`config.mk`:
```
export PLATFORM = sky130hd
export DESIGN_NAME = icache_refill_unit
export DESIGN_NICKNAME = d
export VERILOG_FILES = /design/src/rtl/icache_refill_unit.sv
export SDC_FILE = /design/constraint.sdc
export NUM_CORES = 1
export LEC_CHECK = 0
export BUFFER_PORTS_ARGS = -buffer_cell sky130_fd_sc_hd__buf_4
export CAP_MARGIN = 40
export CORE_AREA = 2 2 270 272
export CTS_CLUSTER_SIZE = 14
export DETAILED_ROUTE_END_ITERATION = 10
export DIE_AREA = 0 0 272 274
export MAX_ROUTING_LAYER = met4
export REMOVE_ABC_BUFFERS = 1
export SYNTH_ARGS = -nofsm -noshare
export SYNTH_HDL_FRONTEND = slang
export SYNTH_SLANG_ARGS = --single-unit
```
`constraint.sdc`:
```
create_clock -name clk_i -period 2.66 [get_ports clk_i]
set_clock_uncertainty 0.1 [all_clocks]
set_input_delay 0.399 -clock clk_i [delete_from_list [all_inputs] [get_ports clk_i]]
set_output_delay 0.399 -clock clk_i [all_outputs]
set_load 0.03 [all_outputs]
```
`src/rtl/icache_refill_unit.sv`:
```
// Purpose: ICache miss handler; one burst read per miss, beats assembled into a line, single-cycle refill strobe.
// Latency: request valid 1 cycle after miss handshake; refill strobe 1 cycle after the final beat (BEATS+2 with zero-wait memory).
// Backpressure: holds mem request until ready, accepts beats whenever valid in RECV/DRAIN, takes one miss at a time.
module icache_refill_unit #(
    parameter int PLEN       = 32,
    parameter int LINE_WIDTH = 512,
    parameter int BUS_WIDTH  = 64,
    parameter int SET_ASSOC  = 4,
    parameter int NUM_SETS   = 64,
    localparam int WAY_W     = (SET_ASSOC > 1) ? $clog2(SET_ASSOC) : 1,
    localparam int IDX_W     = $clog2(NUM_SETS),
    localparam int OFF_W     = $clog2(LINE_WIDTH / 8),
    localparam int TAG_W     = PLEN - IDX_W - OFF_W
) (
    input  logic                  clk_i,
    input  logic                  rst_i,
    input  logic                  flush_i,
    input  logic                  miss_valid_i,
    output logic                  miss_ready_o,
    input  logic [PLEN-1:0]       miss_paddr_i,
    input  logic [WAY_W-1:0]      miss_way_i,
    output logic                  mem_req_valid_o,
    input  logic                  mem_req_ready_i,
    output logic [PLEN-1:0]       mem_req_addr_o,
    output logic [7:0]            mem_req_len_o,
    input  logic                  mem_rsp_valid_i,
    output logic                  mem_rsp_ready_o,
    input  logic [BUS_WIDTH-1:0]  mem_rsp_data_i,
    input  logic                  mem_rsp_last_i,
    input  logic                  mem_rsp_err_i,
    output logic                  refill_valid_o,
    output logic [IDX_W-1:0]      refill_index_o,
    output logic [WAY_W-1:0]      refill_way_o,
    output logic [TAG_W-1:0]      refill_tag_o,
    output logic [LINE_WIDTH-1:0] refill_line_o,
    output logic                  refill_err_o,
    output logic                  busy_o
);

    localparam int BEATS = LINE_WIDTH / BUS_WIDTH;
    localparam int CNT_W = (BEATS > 1) ? $clog2(BEATS) : 1;
    localparam logic [CNT_W-1:0] LAST_CNT = CNT_W'(BEATS - 1);

    typedef enum logic [2:0] {IDLE, REQ, RECV, WRITE, DRAIN} state_t;

    state_t                 state;
    logic [PLEN-OFF_W-1:0]  line_addr;
    logic [WAY_W-1:0]       way_q;
    logic [CNT_W-1:0]       beat_cnt;
    logic                   err;
    logic                   flush_pend;
    logic [LINE_WIDTH-1:0]  line_q;

    logic miss_hs;
    logic req_hs;
    logic rsp_hs;
    logic at_end;
    logic final_beat;
    logic unused_off;

    // Byte offset within the line is irrelevant: refills are always whole lines.
    assign unused_off = ^miss_paddr_i[OFF_W-1:0];

    assign miss_hs    = miss_valid_i && miss_ready_o;
    assign req_hs     = mem_req_valid_o && mem_req_ready_i;
    assign rsp_hs     = mem_rsp_valid_i && mem_rsp_ready_o;
    assign at_end     = (beat_cnt == LAST_CNT);
    // Burst ends on whichever comes first: the last flag or the line filling up.
    assign final_beat = mem_rsp_last_i || at_end;

    assign miss_ready_o    = (state == IDLE) && !flush_i;
    assign mem_req_valid_o = (state == REQ);
    assign mem_req_addr_o  = {line_addr, {OFF_W{1'b0}}};
    assign mem_req_len_o   = 8'(BEATS - 1);
    assign mem_rsp_ready_o = (state == RECV) || (state == DRAIN);
    // A flush landing on the write cycle cancels the array update.
    assign refill_valid_o  = (state == WRITE) && !flush_i;
    assign refill_index_o  = line_addr[IDX_W-1:0];
    assign refill_tag_o    = line_addr[PLEN-OFF_W-1:IDX_W];
    assign refill_way_o    = way_q;
    assign refill_line_o   = line_q;
    assign refill_err_o    = err;
    assign busy_o          = (state != IDLE);

    // Refill sequencer: latch miss, issue burst, collect or drain beats, strobe the write.
    always_ff @(posedge clk_i) begin
        if (rst_i) begin
            state      <= IDLE;
            line_addr  <= '0;
            way_q      <= '0;
            beat_cnt   <= '0;
            err        <= 1'b0;
            flush_pend <= 1'b0;
            line_q     <= '0;
        end else begin
            case (state)
                IDLE: begin
                    if (miss_hs) begin
                        line_addr  <= miss_paddr_i[PLEN-1:OFF_W];
                        way_q      <= miss_way_i;
                        flush_pend <= 1'b0;
                        state      <= REQ;
                    end
                end
                REQ: begin
                    // The request cannot be withdrawn, so a flush here only marks the burst for draining.
                    if (req_hs) begin
                        beat_cnt   <= '0;
                        err        <= 1'b0;
                        flush_pend <= 1'b0;
                        state      <= (flush_pend || flush_i) ? DRAIN : RECV;
                    end else if (flush_i) begin
                        flush_pend <= 1'b1;
                    end
                end
                RECV: begin
                    if (rsp_hs) begin
                        line_q[beat_cnt*BUS_WIDTH +: BUS_WIDTH] <= mem_rsp_data_i;
                        // Poison on a bus error, or when last and line-full disagree.
                        err      <= err | mem_rsp_err_i | (mem_rsp_last_i ^ at_end);
                        beat_cnt <= at_end ? '0 : beat_cnt + 1'b1;
                        if (flush_i) begin
                            state <= final_beat ? IDLE : DRAIN;
                        end else if (final_beat) begin
                            state <= WRITE;
                        end
                    end else if (flush_i) begin
                        state <= DRAIN;
                    end
                end
                WRITE: begin
                    state <= IDLE;
                end
                DRAIN: begin
                    if (rsp_hs) begin
                        beat_cnt <= at_end ? '0 : beat_cnt + 1'b1;
                        if (final_beat) begin
                            state <= IDLE;
                        end
                    end
                end
                default: begin
                    state <= IDLE;
                end
            endcase
        end
    end

endmodule

```
; Yosys cells after proc, flatten, opt, wreduce, memory -nomap -nowiden
; Cells that the tools add are included.
[word_totals]
elab_cells = 72
mem_bits_rw = 0
reg_bits = 548
out_inout_bits = 586
input_bits = 106
mem_bits_ro = 0
mem_count = 0
latch_bits = 0
[op_classes]
n_lt_le_gt_ge = 0
n_eq_ne = 14
n_shift = 2
mux = 23
multipliers = 0
n_reduce_logical = 21
div = 0
n_bitwise = 3
add_sub_neg = 2
[ops]
columns = cell, count
row1 = 512-bit bitwise mux, 1
row2 = 64-bit by 34-bit variable shift with 512-bit output (first input constant), 1
row3 = 64-bit by 34-bit variable part select with 512-bit output, 1
row4 = 3-bit 2-to-1 mux, 13
row5 = 9-bit negator with 34-bit output, 1
row6 = 3-bit one-hot mux with 4 select lines, 1
row7 = 3-bit AND reduction, 3
row8 = 2-bit != test (second input constant), 4
row9 = 3-bit by 2-bit equality test with 1-bit output (second input constant), 2
row10 = 3-bit equality test (second input constant), 2
row11 = 3-bit != test (second input constant), 2
row12 = 3-bit one-hot mux with 2 select lines, 1
row13 = 6-bit AND reduction, 1
row14 = 2-bit nonzero test, 3
row15 = 1-bit logical AND, 5
row16 = 1-bit 2-to-1 mux, 5
row17 = 2-bit by 1-bit != test with 1-bit output (second input constant), 2
row18 = 1-bit one-hot mux with 2 select lines, 2
row19 = 2-bit AND reduction, 2
row20 = 3-bit by 1-bit adder with 3-bit output (second input constant), 1
row21 = 3-bit by 1-bit equality test with 1-bit output (second input constant), 1
row22 = 3-bit logical NOT, 1
row23 = 1-bit logical OR, 3
row24 = 3-bit by 2-bit != test with 1-bit output (second input constant), 1
row25 = 5 further kinds, 6

; Longest topological paths before layout
; Gate-level depths: netlist of run 1.
[depth]
depth_word = 6
mapped_depth = 10
depth_no_buf = 8

; Least setup slack after synthesis of run 1
; OpenSTA, ideal clock, no wires.
[synth_path]
path_kind = input to register
from = in flush_i
to = reg line_addr[0]
n_path_buf = 2
required_ns = 2.428
arrival_ns = 2.344
setup_ns = 0.132
stages = 6
slack_ns = 0.084
path_cell_list = buf_2 > nor4_1 > nand2_1 > clkbuf_1 > nand2_1 > a21oi_1
[synth_via]
elab_chain_len = 4
[synth_rtl]
columns = item, line
row1 = from (decl), 17  ; input logic flush_i,
row2 = 1-bit logical NOT, 71  ; assign miss_ready_o = (state == IDLE) && !flush_i;
row3 = 1-bit logical AND, 71
row4 = net miss_ready_o, 19  ; output logic miss_ready_o,
row5 = 1-bit logical AND, 64  ; assign miss_hs = miss_valid_i && miss_ready_o;
row6 = 2-bit AND reduction (no source line), n/a
row7 = to (signal assigned), 99  ; line_addr <= miss_paddr_i[PLEN-1:OFF_W];
row8 = to (decl), 47  ; logic [PLEN-OFF_W-1:0] line_addr;
; The timed path passes the listed nets, and every way through them passes these cells.
; A chain may end at the register's enable or synchronous reset.

; Final worst setup path of run 1
[layout_path]
from = reg beat_cnt[1]
to = reg line_q[433], in the netlist refill_line_o[433]
[layout_via]
elab_chain_len = 3
elab_cells_between_ends = 4
classes_between = add/sub: 1 / shift: 2 / mux: 1
[layout_rtl]
columns = item, line
row1 = from (decl), 49  ; logic [CNT_W-1:0] beat_cnt;
row2 = from (signal assigned), 121  ; beat_cnt <= at_end ? '0 : beat_cnt + 1'b1;
row3 = from (signal assigned), 136  ; beat_cnt <= at_end ? '0 : beat_cnt + 1'b1;
row4 = 9-bit negator with 34-bit output *, 118  ; line_q[beat_cnt*BUS_WIDTH +: BUS_WIDTH] <= mem_rsp_data_i;
row5 = 64-bit by 34-bit variable part select with 512-bit output / 64-bit by 34-bit variable shift with 512-bit output (equally long branches), 118
row6 = 512-bit bitwise mux *, 118
row7 = "to (signal, indexed assignment)", 118
row8 = to (decl), 52  ; logic [LINE_WIDTH-1:0] line_q;
; Mark *: on every way between the ends. The rest lies on a longest branch, timed or not.

==> flow_results.xml, run 1 <==
<?xml version="1.0" encoding="UTF-8"?>
<metrics>
  <group name="hold_path">
    <metric name="worstHoldPathType" unit="">in2reg</metric>
  </group>
  <group name="route">
    <metric name="vias_per_cell" unit="">4.80</metric>
    <metric name="remaining_drc_errors" unit="">0</metric>
    <metric name="detail_route.iter0.violations" unit="">1457</metric>
    <metric name="dr_wl_cell" unit="µm">18.9</metric>
    <metric name="drt_pre_antenna_iters" unit="">6</metric>
    <metric name="finalWirelength" unit="µm">78500</metric>
    <metric name="vias" unit="">20000</metric>
    <metric name="number_of_antenna_violating_nets_in_the_routed_design" unit="">0</metric>
  </group>
  <group name="clock_tree">
    <metric name="cts_htree_levels" unit="">2</metric>
    <metric name="clockRootBuffer" unit="">sky130_fd_sc_hd__clkbuf_16</metric>
    <metric name="cts-buffers-inserted" unit="">58</metric>
    <metric name="cts.path.max_buffers" unit="">3</metric>
    <metric name="clk_pin_slew" unit="ns">0.06</metric>
    <metric name="clkLatencyLatePin" unit="ns">0.60</metric>
    <metric name="clock-sinks" unit="">548</metric>
    <metric name="cts_tree" unit="">done</metric>
    <metric name="post_cts.resized_instances" unit="">0</metric>
  </group>
  <group name="synth">
    <metric name="synthesis.yosys.warnings" unit="">0</metric>
    <metric name="synth_flop_cell" unit="">sky130_fd_sc_hd__dfxtp_1</metric>
    <metric name="synth.cell_area" unit="µm²">20800</metric>
    <metric name="syn-mean-instance-area" unit="µm²">8.03</metric>
    <metric name="yosys-top-cells-area" unit="">sky130_fd_sc_hd__dfxtp_1 (53%), sky130_fd_sc_hd__nand2_1 (11%), sky130_fd_sc_hd__nand3_1 (11%)</metric>
    <metric name="most_repeated_cell_in_the_gate_level_netlist_after_synthesis" unit="">sky130_fd_sc_hd__nand2_1</metric>
    <metric name="synth_sequential_area_ratio" unit="">0.526</metric>
    <metric name="synth_area_leader_cell" unit="">sky130_fd_sc_hd__dfxtp_1</metric>
    <metric name="share_of_synthesized_registers_carrying_an_async_set_or_reset" unit="">0</metric>
    <metric name="synth_largest_type_area_fraction" unit="">0.526</metric>
    <metric name="yosys_register_bits" unit="">548</metric>
    <metric name="synthTopCellsByCount" unit="">sky130_fd_sc_hd__nand2_1 (637), sky130_fd_sc_hd__dfxtp_1 (548), sky130_fd_sc_hd__nand3_1 (445)</metric>
    <metric name="synth_enable_flop_cells" unit="">0</metric>
    <metric name="syn_inst" unit="">2595</metric>
    <metric name="count_of_different_cell_masters_after_synthesis" unit="">50</metric>
  </group>
  <group name="power_and_ir_drop">
    <metric name="p_clk_frac" unit="">0.455</metric>
    <metric name="combPwrFrac" unit="">0.067</metric>
    <metric name="p_sw_frac" unit="">0.241</metric>
    <metric name="irDropWorstVdd" unit="mV">0.473</metric>
    <metric name="power.net_switching" unit="mW">4.20</metric>
    <metric name="leak_pwr" unit="nW">11.2</metric>
    <metric name="power.sequential.fraction" unit="">0.478</metric>
    <metric name="powerDensity" unit="nW/µm²">599</metric>
    <metric name="p_int" unit="mW">13.2</metric>
  </group>
  <group name="finish">
    <metric name="antenna_cells_inserted" unit="">0</metric>
    <metric name="nNetsFinal" unit="">3276</metric>
    <metric name="multi_input_comb_area" unit="µm²">8210</metric>
    <metric name="area_growth_syn_to_layout" unit="%">39.5</metric>
    <metric name="utilization" unit="">0.404</metric>
    <metric name="drive_gt1_frac" unit="">0.268</metric>
    <metric name="final_design_area_no_fill" unit="µm²">29100</metric>
    <metric name="n_fill_cell" unit="">7311</metric>
    <metric name="regArea" unit="µm²">11000</metric>
  </group>
  <group name="sta">
    <metric name="final-max-slew-violation-count" unit="">0</metric>
    <metric name="fmax" unit="MHz">405</metric>
    <metric name="timing.final.crit_period" unit="ns">2.47</metric>
    <metric name="finalHoldViolCount" unit="">0</metric>
    <metric name="rsz0062_at_grt" unit="">no</metric>
    <metric name="portion_of_the_clock_cycle_consumed_by_the_worst_path_in_the_final_layout" unit="">0.927</metric>
    <metric name="setup_violators_final" unit="">0</metric>
    <metric name="worstMarginPinSlew" unit="ns">0.803</metric>
    <metric name="timing.hold.ws" unit="ns">0.0538</metric>
    <metric name="slew_headroom" unit="">0.465</metric>
  </group>
  <group name="floorplan">
    <metric name="core" unit="µm²">72000</metric>
    <metric name="fp-row-count" unit="">99</metric>
    <metric name="initial_core_utilization" unit="">0.290</metric>
    <metric name="fp.dieH" unit="µm">274</metric>
    <metric name="io_pins" unit="">692</metric>
    <metric name="dieArea" unit="µm²">74500</metric>
    <metric name="x_dimension_of_the_die" unit="µm">272</metric>
  </group>
  <group name="run_status">
    <metric name="result_of_the_run" unit="">finished, final reports clean</metric>
  </group>
  <group name="place">
    <metric name="placement.cell_area" unit="µm²">26400</metric>
    <metric name="routabilityCongestion" unit="">0.809</metric>
    <metric name="place.detailed.hpwl" unit="µm">51300</metric>
    <metric name="place.port_buffers" unit="">671</metric>
  </group>
  <group name="worst_setup_path">
    <metric name="crit_type" unit="">reg2reg</metric>
    <metric name="kind_of_launch_point_of_the_worst_setup_path" unit="">flop</metric>
    <metric name="cp.arrival" unit="ns">2.82</metric>
    <metric name="worst_setup_path_end_kind" unit="">flop</metric>
    <metric name="crit_fanout" unit="">31</metric>
    <metric name="crit_required" unit="ns">3.01</metric>
  </group>
  <group name="global_route">
    <metric name="grt_start_max_net_pins" unit="">121</metric>
    <metric name="grt_antenna_before_repair" unit="">1</metric>
    <metric name="first_pass_grt_wire_length" unit="µm">115000</metric>
    <metric name="total_global_route_track_usage" unit="">0.204</metric>
    <metric name="grt_overflow_total" unit="">0</metric>
    <metric name="grt_pass1_vias" unit="">18200</metric>
  </group>
  <group name="job">
    <metric name="timing.max_cap.violations" unit="">0</metric>
  </group>
</metrics>
routing by layer:
metal | share of wire | vias up | track usage
li1 | - | 9748 | -
met3 | 0.070 | 151 | 0.0426
met4 | 0.034 | 0 | 0.0654
met2 | 0.47 | 719 | 0.330
met1 | 0.42 | 9357 | 0.254
met5 | 0 | - | -
path summary, 6_finish.rpt:
kind	startpoint	endpoint	slack (ns)	cells past startpoint
min	mem_rsp_data_i[11]	refill_line_o[139]	0.05	3
max reg2reg	beat_cnt[1]	refill_line_o[433]	0.19	8
min reg2reg	refill_line_o[269]	refill_line_o[269]	0.35	2
max	beat_cnt[1]	refill_line_o[433]	0.19	8
critical path: stages, from the launching register on:
cell and delay [ns]:
sky130_fd_sc_hd__dfxtp_1 0.33, sky130_fd_sc_hd__inv_1 0.09, sky130_fd_sc_hd__ha_1 0.21, sky130_fd_sc_hd__ha_1 0.33
sky130_fd_sc_hd__buf_4 0.18, sky130_fd_sc_hd__or4b_4 0.56, sky130_fd_sc_hd__buf_4 0.27, sky130_fd_sc_hd__nand2_1 0.13
sky130_fd_sc_hd__a21oi_1 0.06
repair_timing:
action                                 4_1_cts  5_1_grt
endpoints found under the hold margin      458        0
hold buffers                                89        0
setup buffers                                0        0
power groups by stage:
| stage | clock, mW | sequential [mW] | combinational (mW) |
|---|---|---|---|
| floorplan | 0 | 8.64 | 0.289 |
| finish | 7.92 | 8.32 | 1.17 |
| detailed placement | 0 | 8.50 | 1.06 |
| global placement | 0 | 8.50 | 1.06 |
| CTS | 8.09 | 8.32 | 1.17 |
| global route | 8.41 | 8.32 | 1.25 |
placed cells by master, fill, tap and decap left out, types with 10 or more instances in the layout:
cell,instances
sky130_fd_sc_hd__dlygate4sd3_1,89
sky130_fd_sc_hd__nor2_1,11
sky130_fd_sc_hd__buf_4,704
sky130_fd_sc_hd__buf_12,32
sky130_fd_sc_hd__a21oi_1,238
sky130_fd_sc_hd__o21ai_0,288
sky130_fd_sc_hd__clkbuf_16,59
sky130_fd_sc_hd__clkbuf_1,17
sky130_fd_sc_hd__o21ai_1,18
sky130_fd_sc_hd__conb_1,14
sky130_fd_sc_hd__clkbuf_8,11
sky130_fd_sc_hd__nand3_1,441
sky130_fd_sc_hd__nand2_1,637
sky130_fd_sc_hd__nand3_2,10
sky130_fd_sc_hd__dfxtp_1,548
registers in the layout (all words and copies together), names as in the netlist:
signal and cells:
beat_cnt 3, flush_pend 1, line_addr 26, refill_err_o 1, refill_line_o 512, refill_way_o 2
state 3
cell type report:
type                    instances  area share
multi-input cells            1720       0.282
repair buffers                826       0.235
well taps                     959      0.0413
clock inverters                15     0.00508
clock buffers                  86      0.0577
inverters                       8     0.00129
flip-flops and latches        548       0.377
kinds of logic (layout without fill, tap and decap cells):
logic type | Yosys count | after routing | share of synthesized area
AND/OR/NAND/NOR | 1136 | 1136 | 0.243
AO/OA/AOI/OAI | 556 | 556 | 0.136
flip-flops | 548 | 548 | 0.526
buffers and inverters | 339 | 935 | 0.0871
adder cells (fa/ha/maj) | 8 | 8 | 0.00480
multiplexers | 5 | 5 | 0.00246
other | 2 | 14 | 0.000360
XOR/XNOR | 1 | 1 | 0.000420
stage by stage:
stage	setup WS, ns	TNS (ns)	total power, mW	instances
after detailed placement	0.232	0	9.56	3972
after CTS	0.210	0	17.6	4162
after global routing	0.0311	0	18.0	4162
after global placement	0.256	0	9.56	3972
final	0.194	0	17.4	4162
after floorplan	-5.80	-1732.37	8.93	2276
Note: power is estimated with default switching activity, not from simulation.
==> run 2: changes to the inputs <==
clock period = 2.6 ns   (was 2.66 ns; I/O delays follow)
==> run 2 against run 1 <==
Compared with the run above: via count up 0.35%; clock power rose by 6.2%; global-route usage increased by 0.17 points; register-to-register slack got worse by 0.06 ns; first-iteration DRC count decreased by 1.0%; combinational power up 4%; worst hold slack gained 0.010 ns; critical path depth fell by 1; worst setup slack got worse by 0.058 ns; die area unchanged; non-clock buffer count grew 4; sequential share of layout area is 0.26 points lower; largest cell class unchanged; largest power group unchanged.
==> flow_results.xml, run 2 (same netlist as run 1, synthesis figures left out) <==
<?xml version="1.0" encoding="UTF-8"?>
<metrics>
  <group name="sta">
    <metric name="setup_violators_final" unit="">0</metric>
    <metric name="worstMarginPinSlew" unit="ns">0.830</metric>
    <metric name="final-max-slew-violation-count" unit="">0</metric>
    <metric name="portion_of_the_clock_cycle_consumed_by_the_worst_path_in_the_final_layout" unit="">0.948</metric>
    <metric name="rsz0062_at_grt" unit="">yes</metric>
    <metric name="finalHoldViolCount" unit="">0</metric>
    <metric name="fmax" unit="MHz">406</metric>
    <metric name="timing.final.crit_period" unit="ns">2.46</metric>
    <metric name="timing.hold.ws" unit="ns">0.0638</metric>
    <metric name="setup_total_negative_slack" unit="ns">0</metric>
    <metric name="slew_headroom" unit="">0.447</metric>
  </group>
  <group name="clock_tree">
    <metric name="clockRootBuffer" unit="">sky130_fd_sc_hd__clkbuf_16</metric>
    <metric name="clk_pin_slew" unit="ns">0.06</metric>
    <metric name="clkLatencyLatePin" unit="ns">0.61</metric>
    <metric name="clock-sinks" unit="">548</metric>
    <metric name="cts_htree_levels" unit="">2</metric>
    <metric name="cts.path.max_buffers" unit="">3</metric>
    <metric name="cts_tree" unit="">done</metric>
    <metric name="cts-buffers-inserted" unit="">58</metric>
  </group>
  <group name="floorplan">
    <metric name="initial_core_utilization" unit="">0.290</metric>
    <metric name="dieArea" unit="µm²">74500</metric>
    <metric name="core" unit="µm²">72000</metric>
    <metric name="fp.dieH" unit="µm">274</metric>
    <metric name="fp-row-count" unit="">99</metric>
    <metric name="io_pins" unit="">692</metric>
    <metric name="x_dimension_of_the_die" unit="µm">272</metric>
  </group>
  <group name="finish">
    <metric name="largest_register_ffs" unit="">512</metric>
    <metric name="final_common_cell" unit="">sky130_fd_sc_hd__buf_4</metric>
    <metric name="multi_input_comb_area" unit="µm²">8230</metric>
    <metric name="layout_common_cells" unit="">sky130_fd_sc_hd__buf_4 (702), sky130_fd_sc_hd__nand2_1 (637), sky130_fd_sc_hd__dfxtp_1 (548)</metric>
    <metric name="area_growth_syn_to_layout" unit="%">40.5</metric>
    <metric name="n_fill_cell" unit="">7260</metric>
    <metric name="antenna_cells_inserted" unit="">0</metric>
    <metric name="drive_gt1_frac" unit="">0.271</metric>
    <metric name="nNetsFinal" unit="">3280</metric>
    <metric name="regArea" unit="µm²">11000</metric>
  </group>
  <group name="route">
    <metric name="dr_wl_cell" unit="µm">19.1</metric>
    <metric name="remaining_drc_errors" unit="">0</metric>
    <metric name="vias" unit="">20000</metric>
    <metric name="vias_per_cell" unit="">4.81</metric>
    <metric name="finalWirelength" unit="µm">79600</metric>
    <metric name="number_of_antenna_violating_nets_in_the_routed_design" unit="">0</metric>
    <metric name="detail_route.iter0.violations" unit="">1442</metric>
    <metric name="drt_pre_antenna_iters" unit="">7</metric>
  </group>
  <group name="worst_setup_path">
    <metric name="crit_required" unit="ns">2.97</metric>
    <metric name="cp.arrival" unit="ns">2.84</metric>
    <metric name="kind_of_launch_point_of_the_worst_setup_path" unit="">flop</metric>
    <metric name="crit_type" unit="">reg2reg</metric>
    <metric name="worst_setup_path_end_kind" unit="">flop</metric>
    <metric name="worst-r2r-setup-slack" unit="ns">0.14</metric>
    <metric name="crit_fanout" unit="">41</metric>
  </group>
  <group name="global_route">
    <metric name="total_global_route_track_usage" unit="">0.206</metric>
    <metric name="first_pass_grt_wire_length" unit="µm">116000</metric>
    <metric name="grt_start_max_net_pins" unit="">94</metric>
    <metric name="grt_overflow_total" unit="">0</metric>
    <metric name="grt_antenna_before_repair" unit="">2</metric>
    <metric name="grt_pass1_vias" unit="">18400</metric>
  </group>
  <group name="power_and_ir_drop">
    <metric name="power" unit="mW">18.1</metric>
    <metric name="irDropWorstVdd" unit="mV">0.518</metric>
    <metric name="leak_pwr" unit="nW">11.3</metric>
    <metric name="powerDensity" unit="nW/µm²">619</metric>
  </group>
  <group name="place">
    <metric name="place.detailed.hpwl" unit="µm">51100</metric>
    <metric name="place.port_buffers" unit="">671</metric>
    <metric name="routabilityCongestion" unit="">0.815</metric>
  </group>
  <group name="job">
    <metric name="timing.max_cap.violations" unit="">0</metric>
  </group>
  <group name="hold_path">
    <metric name="worstHoldPathType" unit="">in2reg</metric>
  </group>
  <group name="run_status">
    <metric name="result_of_the_run" unit="">finished, final reports clean</metric>
  </group>
</metrics>
[run 2: cell types whose count changed in the layout (fill, tap and decap cells not counted), sizes merged]
| cell | delta |
|---|---|
| dlygate4sd3 | +3 |
| clkbuf | -1 |
| bufinv | +1 |
| clkinv | +8 |
| buf | -1 |
| inv | -2 |
| bufbuf | +1 |
[run 2: through the flow]
step           utilization  setup slack [ns]  instance area (µm²)  cells
2_1_floorplan            -             -5.86                19100   2276
3_3_place_gp         0.367             0.246                26400   3972
3_5_place_dp         0.367             0.214                26400   3972
4_1_cts              0.406             0.165                29200   4170
5_1_grt              0.407           -0.0484                29300   4171
6_report             0.407             0.135                29300   4171
[run 2: path summary, 6_finish.rpt]
kind,start,end,cells past startpoint
setup / recovery,beat_cnt[1],refill_line_o[347],7
hold / removal,flush_i,line_addr[4],4
setup reg to reg,beat_cnt[1],refill_line_o[347],7
hold reg to reg,refill_line_o[471],refill_line_o[471],2
[run 2: timing repair]
action,in CTS,in global routing
gates resized for setup,0,5
buffers inserted,0,0
hold buffers,92,0
endpoints found under the setup margin,0,8
endpoints found under the hold margin,494,0
[run 2: area by class of cell]
class,instances,share of cell area
sequential,548,0.375
multi-input combinational,1720,0.281
timing repair buffer,830,0.236
clock buffer,84,0.0592
tap,959,0.0410
clock inverter,22,0.00671
inverter,8,0.00128
[run 2: routing by layer]
metal | part of all wire | GRT usage | vias to the layer above
met5 | 0 | - | -
met3 | 0.065 | 0.0421 | 135
met1 | 0.42 | 0.254 | 9473
met4 | 0.033 | 0.0662 | 0
met2 | 0.48 | 0.336 | 675
li1 | - | - | 9762
[run 2: power by group]
part	leakage [nW]	switching, mW	internal [mW]
clock	0.957	3.51	4.90
sequential	4.41	0.0577	8.45
combinational	5.93	0.774	0.443
[run 2: critical path, cell delays in order, from the launching register on]
cell	delay [ns]
sky130_fd_sc_hd__dfxtp_1	0.33
sky130_fd_sc_hd__inv_1	0.09
sky130_fd_sc_hd__ha_1	0.22
sky130_fd_sc_hd__ha_1	0.33
sky130_fd_sc_hd__buf_4	0.18
sky130_fd_sc_hd__nor4b_4	0.47
sky130_fd_sc_hd__buf_6	0.42
sky130_fd_sc_hd__o21ai_0	0.16
